<file path="src/rtl/memory_pkg.sv">
// Shared vector-memory definitions: reader FSM states and default widths,
// used by both the read side and the write side of the vector memory.
package memory_pkg;

    localparam int MEM_ADDRESSWIDTH = 10;
    localparam int MEM_DATAWIDTH    = 32;

    typedef enum logic [1:0] {
        IDLE    = 2'd0,
        READ    = 2'd1,
        LATCH   = 2'd2,
        PRESENT = 2'd3
    } vr_state_t;

endpackage

</file>
<file path="src/rtl/vector_adr_counter.sv">
// Vector RAM read-address register: synchronous clear and increment,
// asynchronous active-low reset. Wraps modulo 2^W.
module vector_adr_counter #(
    parameter int W = 10
) (
    input  logic         clk,
    input  logic         rst_n,
    input  logic         zero,
    input  logic         inc,
    output logic [W-1:0] adr
);

    always_ff @(posedge clk or negedge rst_n) begin
        if (!rst_n) begin
            adr <= '0;
        end else if (zero) begin
            adr <= '0;
        end else if (inc) begin
            adr <= adr + W'(1);
        end
    end

endmodule

</file>
<file path="src/rtl/memory_vectorreader.sv">
// Vector RAM read side: walks addresses 0..length-1 and hands each word to the drawer.
// Define MEMORY_VECTORREADER_LOOP_EN to repeat the pass continuously until abort.
module memory_vectorreader
    import memory_pkg::*;
#(
    parameter int ADDRESSWIDTH = MEM_ADDRESSWIDTH,
    parameter int DATAWIDTH    = MEM_DATAWIDTH
) (
    input  logic                    clk,
    input  logic                    rst_n,
    input  logic                    start,
    input  logic                    abort,
    input  logic [ADDRESSWIDTH-1:0] length,
    output logic                    rd_en,
    output logic [ADDRESSWIDTH-1:0] rd_adr,
    input  logic [DATAWIDTH-1:0]    rd_data,
    output logic [DATAWIDTH-1:0]    vec_data,
    output logic                    vec_valid,
    input  logic                    vec_ready,
    output logic                    busy,
    output logic                    done
);

    // Handshake: a word transfers on any cycle with vec_valid & vec_ready; once raised,
    // vec_valid and vec_data hold until that transfer, unless abort or reset intervene.

    vr_state_t               state_q, state_d;
    logic [ADDRESSWIDTH-1:0] len_q;
    logic [DATAWIDTH-1:0]    vec_data_q;
    logic                    done_q, done_d;
    logic                    len_load, vec_load, adr_zero, adr_inc;
    logic                    last;

    assign last = (rd_adr == (len_q - ADDRESSWIDTH'(1)));

    always_comb begin
        state_d  = state_q;
        done_d   = 1'b0;
        len_load = 1'b0;
        vec_load = 1'b0;
        adr_zero = 1'b0;
        adr_inc  = 1'b0;
        if (abort) begin
            state_d = IDLE;
        end else begin
            case (state_q)
                IDLE: begin
                    if (start) begin
                        if (length != '0) begin
                            len_load = 1'b1;
                            adr_zero = 1'b1;
                            state_d  = READ;
                        end else begin
                            done_d = 1'b1;
                        end
                    end
                end
                READ:  state_d = LATCH;
                LATCH: begin
                    vec_load = 1'b1;
                    state_d  = PRESENT;
                end
                PRESENT: begin
                    if (vec_ready) begin
                        if (last) begin
                            done_d = 1'b1;
`ifdef MEMORY_VECTORREADER_LOOP_EN
                            adr_zero = 1'b1;
                            state_d  = READ;
`else
                            state_d  = IDLE;
`endif
                        end else begin
                            adr_inc = 1'b1;
                            state_d = READ;
                        end
                    end
                end
                default: state_d = IDLE;
            endcase
        end
    end

    always_ff @(posedge clk or negedge rst_n) begin
        if (!rst_n) begin
            state_q    <= IDLE;
            len_q      <= '0;
            vec_data_q <= '0;
            done_q     <= 1'b0;
        end else begin
            state_q <= state_d;
            done_q  <= done_d;
            if (len_load) len_q <= length;
            if (vec_load) vec_data_q <= rd_data;
        end
    end

    vector_adr_counter #(.W(ADDRESSWIDTH)) u_adr (
        .clk  (clk),
        .rst_n(rst_n),
        .zero (adr_zero),
        .inc  (adr_inc),
        .adr  (rd_adr)
    );

    // Outputs decode directly from the state register so reset clears them immediately.
    assign rd_en     = (state_q == READ);
    assign vec_valid = (state_q == PRESENT);
    assign busy      = (state_q != IDLE);
    assign done      = done_q;
    assign vec_data  = vec_data_q;

endmodule

</file>
<file path="config.mk">
export PLATFORM = sky130hd
export DESIGN_NAME = memory_vectorreader
export DESIGN_NICKNAME = d
export VERILOG_FILES = /design/src/rtl/memory_pkg.sv /design/src/rtl/vector_adr_counter.sv /design/src/rtl/memory_vectorreader.sv
export SDC_FILE = /design/constraint.sdc
export NUM_CORES = 1
export LEC_CHECK = 0
export ABC_AREA = 1
export CAP_MARGIN = 20
export CELL_PAD_IN_SITES_DETAIL_PLACEMENT = 1
export CELL_PAD_IN_SITES_GLOBAL_PLACEMENT = 1
export CORE_MARGIN = 4
export CORE_UTILIZATION = 40
export DETAILED_ROUTE_END_ITERATION = 8
export DONT_BUFFER_PORTS = 1
export HOLD_SLACK_MARGIN = 0.15
export PLACE_DENSITY = 0.73
export SYNTH_ARGS = -nofsm -noshare
export SYNTH_HDL_FRONTEND = slang
export SYNTH_SLANG_ARGS = --single-unit
</file>
<file path="constraint.sdc">
create_clock -name clk -period 1.7 [get_ports clk]
set_input_delay 0.425 -clock clk [delete_from_list [all_inputs] [get_ports clk]]
set_output_delay 0.425 -clock clk [all_outputs]
set_load 0.02 [all_outputs]
</file>
==> reports/metrics.yaml, run 1 <==
timing:
  tightest_slew_ns: 0.462
  maxClockFrequency_mhz: 535
  setup_viol: 12
  finClkSkew_ns: 0.00685
  maxSlewViolCount: 0
  fin_crit_sh: 1.10
  rsz0062_at_grt: "true"
  whs_ns: -0.216
  fin_crit_ns: 1.87
  tns_ns: -1.44
  layout_setup_ws_ns: -0.168
  hold_violations: 55
  slew_headroom: 0.690
finish:
  seqCellArea_um2: 1380
  stdcell_area_um2: 3640
  nNetsFinal: 418
  num_antenna_cells: 0
  drive_above_1_share: 0.381
  multi_input_area_um2: 1600
  fillers: 860
  syn2layout_area_growth_pct: 21.3
synthesis:
  yosys_warnings: 0
  syn_area_um2: 3000
  syn_inst: 329
  ys_seq_area_frac: 0.459
  ys_types: 31
  avgSynthCellArea_um2: 9.11
  ys_seq_elements: 55
  syn_nets: 383
grt:
  gr-total-overflow: 0
  antenna_found_initial: 0
  grt_pass1_vias: 2626
  grt_max_degree: 56
  grt_pass1_wl_um: 13100
  grt_usage: 0.189
status:
  status: "complete, but fails checks"
  violations: "hold timing, setup timing"
run:
  max_cap_violations: 0
setup_path:
  critical_path.max_stage_delay_ns: 0.46
  start_kind: "flop"
  path_buf_inv: 1
  slowest_stage: "dfrtp_2"
  crit_type: "reg -> reg"
  r2r_setup_slack_ns: -0.17
  worstPathRequired_ns: 1.96
  critPathMaxFanout: 7
  critPathCaptureType: "flop"
  cp_cell_sequence: "buf_4, nor2_2, nand2_2, nor2_1, nand2_1, nand2_1, nand2_2, nor2_4, nand3_4, nand2_4, nand3_1, nand2_1"
  cp_top_family: "simple AND/OR/NAND/NOR gates"
  arrival_ns: 2.13
  cpMostUsedCell: "nand2_1"
detailed_routing:
  drt_iter0_drc: 51
  drt-total-wl_um: 8010
  num_vias: 2405
  remaining_drc_errors: 0
  wl_per_cell_um: 17.3
  postRouteAntennaNets: 0
  via_per_inst: 5.18
  dr.pass1.iters: 4
cts:
  cts_buffers: 5
  insertion_delay_ns: 0.32
  clk_transition_reported_paths_ns: 0.11
  cts-root-buf: "clkbuf_8"
  cts_hold_buf: 1
  cts_tree: "yes"
  cts.sinks: 55
  clock_path_buffers: 2
  htreeDepth: 2
place:
  place_ws_ns: -0.180
  place_area_um2: 3280
  place.gp.congestion: 0.816
  port_buffers: 0
  dp_hpwl_um: 5930
min_path:
  min-delay-path-class: "in -> async"
floorplan:
  io_pins: 93
  rows: 31
  die_x_um: 94.6
  die_h_um: 94.6
  core_area_um2: 7250
  start_util: 0.413
  die-area_um2: 8940
power_and_ir_drop:
  power.total_uw: 6310
  power.density_nw_per_um2: 1740
  ir_drop_mv: 0.953
  power_leakage_uw: 0.00172
-- stage by stage --
| stage | utilization | hold WS (ns) | cells |
|---|---|---|---|
| 4_1_cts | 0.489 | -0.225 | 461 |
| 6_report | 0.501 | -0.216 | 464 |
| 5_1_grt | 0.501 | -0.241 | 464 |
| 2_1_floorplan | - | 0.129 | 329 |
| 3_3_place_gp | 0.453 | 0.131 | 444 |
| 3_5_place_dp | 0.453 | 0.131 | 444 |
-- synth_stat cells --
master | count | area (um^2)
nor2_2 | 2 | 12.5
nor4_1 | 3 | 18.8
xor2_1 | 8 | 70.1
nor2_4 | 4 | 45.0
o21ai_2 | 1 | 8.76
o21bai_1 | 1 | 7.51
inv_1 | 29 | 109
a21oi_1 | 3 | 15.0
nand2_2 | 5 | 31.3
clkbuf_1 | 1 | 3.75
or2_2 | 1 | 6.26
nor2_1 | 15 | 56.3
nand3_4 | 1 | 17.5
mux2_2 | 32 | 360
ha_1 | 7 | 87.6
nand2_4 | 2 | 22.5
buf_6 | 1 | 11.3
dfrtp_1 | 55 | 1380
nor4_2 | 1 | 12.5
xnor2_1 | 1 | 8.76
nand4_4 | 1 | 21.3
nor3_1 | 2 | 10.0
buf_2 | 7 | 35.0
o21ai_1 | 2 | 10.0
nand3b_1 | 1 | 7.51
nand4_1 | 13 | 81.3
inv_2 | 8 | 30.0
o21ai_0 | 8 | 40.0
nand3_1 | 27 | 135
nand2_1 | 84 | 315
nand3_2 | 3 | 30.0
-- repair_timing --
action	CTS	global route
pin swaps	16	13
hold endpoints to repair	56	55
setup endpoints to repair	13	14
setup buffers	6	3
resized for setup	22	21
cloned	2	0
-- layout make-up --
cell class,count,share of cell area
clock buffers,5,0.0189
clock inverters,3,0.00757
inverters,37,0.0382
multi-input cells,230,0.440
flip-flops and latches,55,0.380
well taps,99,0.0341
repair buffers,35,0.0819
-- layer usage --
layer | up-vias | global-route usage | wire, um
li1 | 1142 | - | -
met3 | 11 | 0.0582 | 584
met4 | 0 | 0.0433 | 102
met5 | - | 0 | 0
met2 | 68 | 0.344 | 4250
met1 | 1184 | 0.216 | 3070
-- power by group --
group | total [uW] | switching, uW | leakage, uW | internal, uW
sequential | 2790 | 946 | 0.000686 | 1840
combinational | 2750 | 1470 | 0.000990 | 1280
clock | 776 | 470 | 0.0000467 | 306
-- cell families (layout without fill, tap and decap cells) --
family                   Yosys count  in the layout  share of synthesized area
AO/OA/AOI/OAI                     15             15                     0.0271
adder cells (fa/ha/maj)            7              7                     0.0292
flip-flops                        55             55                      0.459
buffers and inverters             46             80                     0.0630
AND/OR/NAND/NOR                  165            167                      0.275
multiplexers                      32             32                      0.120
XOR/XNOR                           9              9                     0.0263
-- worst paths after layout --
kind	from	endpoint	cells after the start
worst max-delay path	len_q[3]	u_adr.adr[2]	12
worst min-delay path	rst_n	len_q[4]	0
worst max register to register	len_q[3]	u_adr.adr[2]	12
worst min register to register	len_q[9]	len_q[9]	2
max in group asynchronous	rst_n	len_q[2]	0
min in group clk	length[8]	len_q[8]	2
-- flip-flops by register name, summed over array words and instances, names as in the netlist --
register,count
vec_data,32
u_adr.adr,10
done,1
state_q,2
len_q,10
-- layout by cell type (no fill, tap or decap), types with 3 or more instances in the layout --
cell | Yosys | routed
nand2_1 | 84 | 74
dfrtp_1 | 55 | 52
mux2_2 | 32 | 32
buf_4 | 0 | 30
inv_1 | 29 | 25
nand3_1 | 27 | 17
nand3_2 | 3 | 14
nand2_2 | 5 | 14
nand4_1 | 13 | 13
inv_2 | 8 | 12
nor2_1 | 15 | 12
xor2_1 | 8 | 8
o21ai_0 | 8 | 8
nor2_4 | 4 | 6
ha_1 | 7 | 5
clkbuf_8 | 0 | 5
nor2_2 | 2 | 3
nand2_4 | 2 | 3
nor4_1 | 3 | 3
dfrtp_2 | 0 | 3
Note: power is estimated with default switching activity, not from simulation.
==> run 2: changes to the inputs <==
--- a/config.mk
+++ b/config.mk
@@ -6,7 +6,6 @@
 export NUM_CORES = 1
 export LEC_CHECK = 0
 export ABC_AREA = 1
-export CAP_MARGIN = 20
 export CELL_PAD_IN_SITES_DETAIL_PLACEMENT = 1
 export CELL_PAD_IN_SITES_GLOBAL_PLACEMENT = 1
 export CORE_MARGIN = 4
@@ -15,6 +14,7 @@
 export DONT_BUFFER_PORTS = 1
 export HOLD_SLACK_MARGIN = 0.15
 export PLACE_DENSITY = 0.73
+export SLEW_MARGIN = 10
 export SYNTH_ARGS = -nofsm -noshare
 export SYNTH_HDL_FRONTEND = slang
 export SYNTH_SLANG_ARGS = --single-unit
==> results of run 2 <==
Final layout, timing and power as in run 1 (identical DEF).
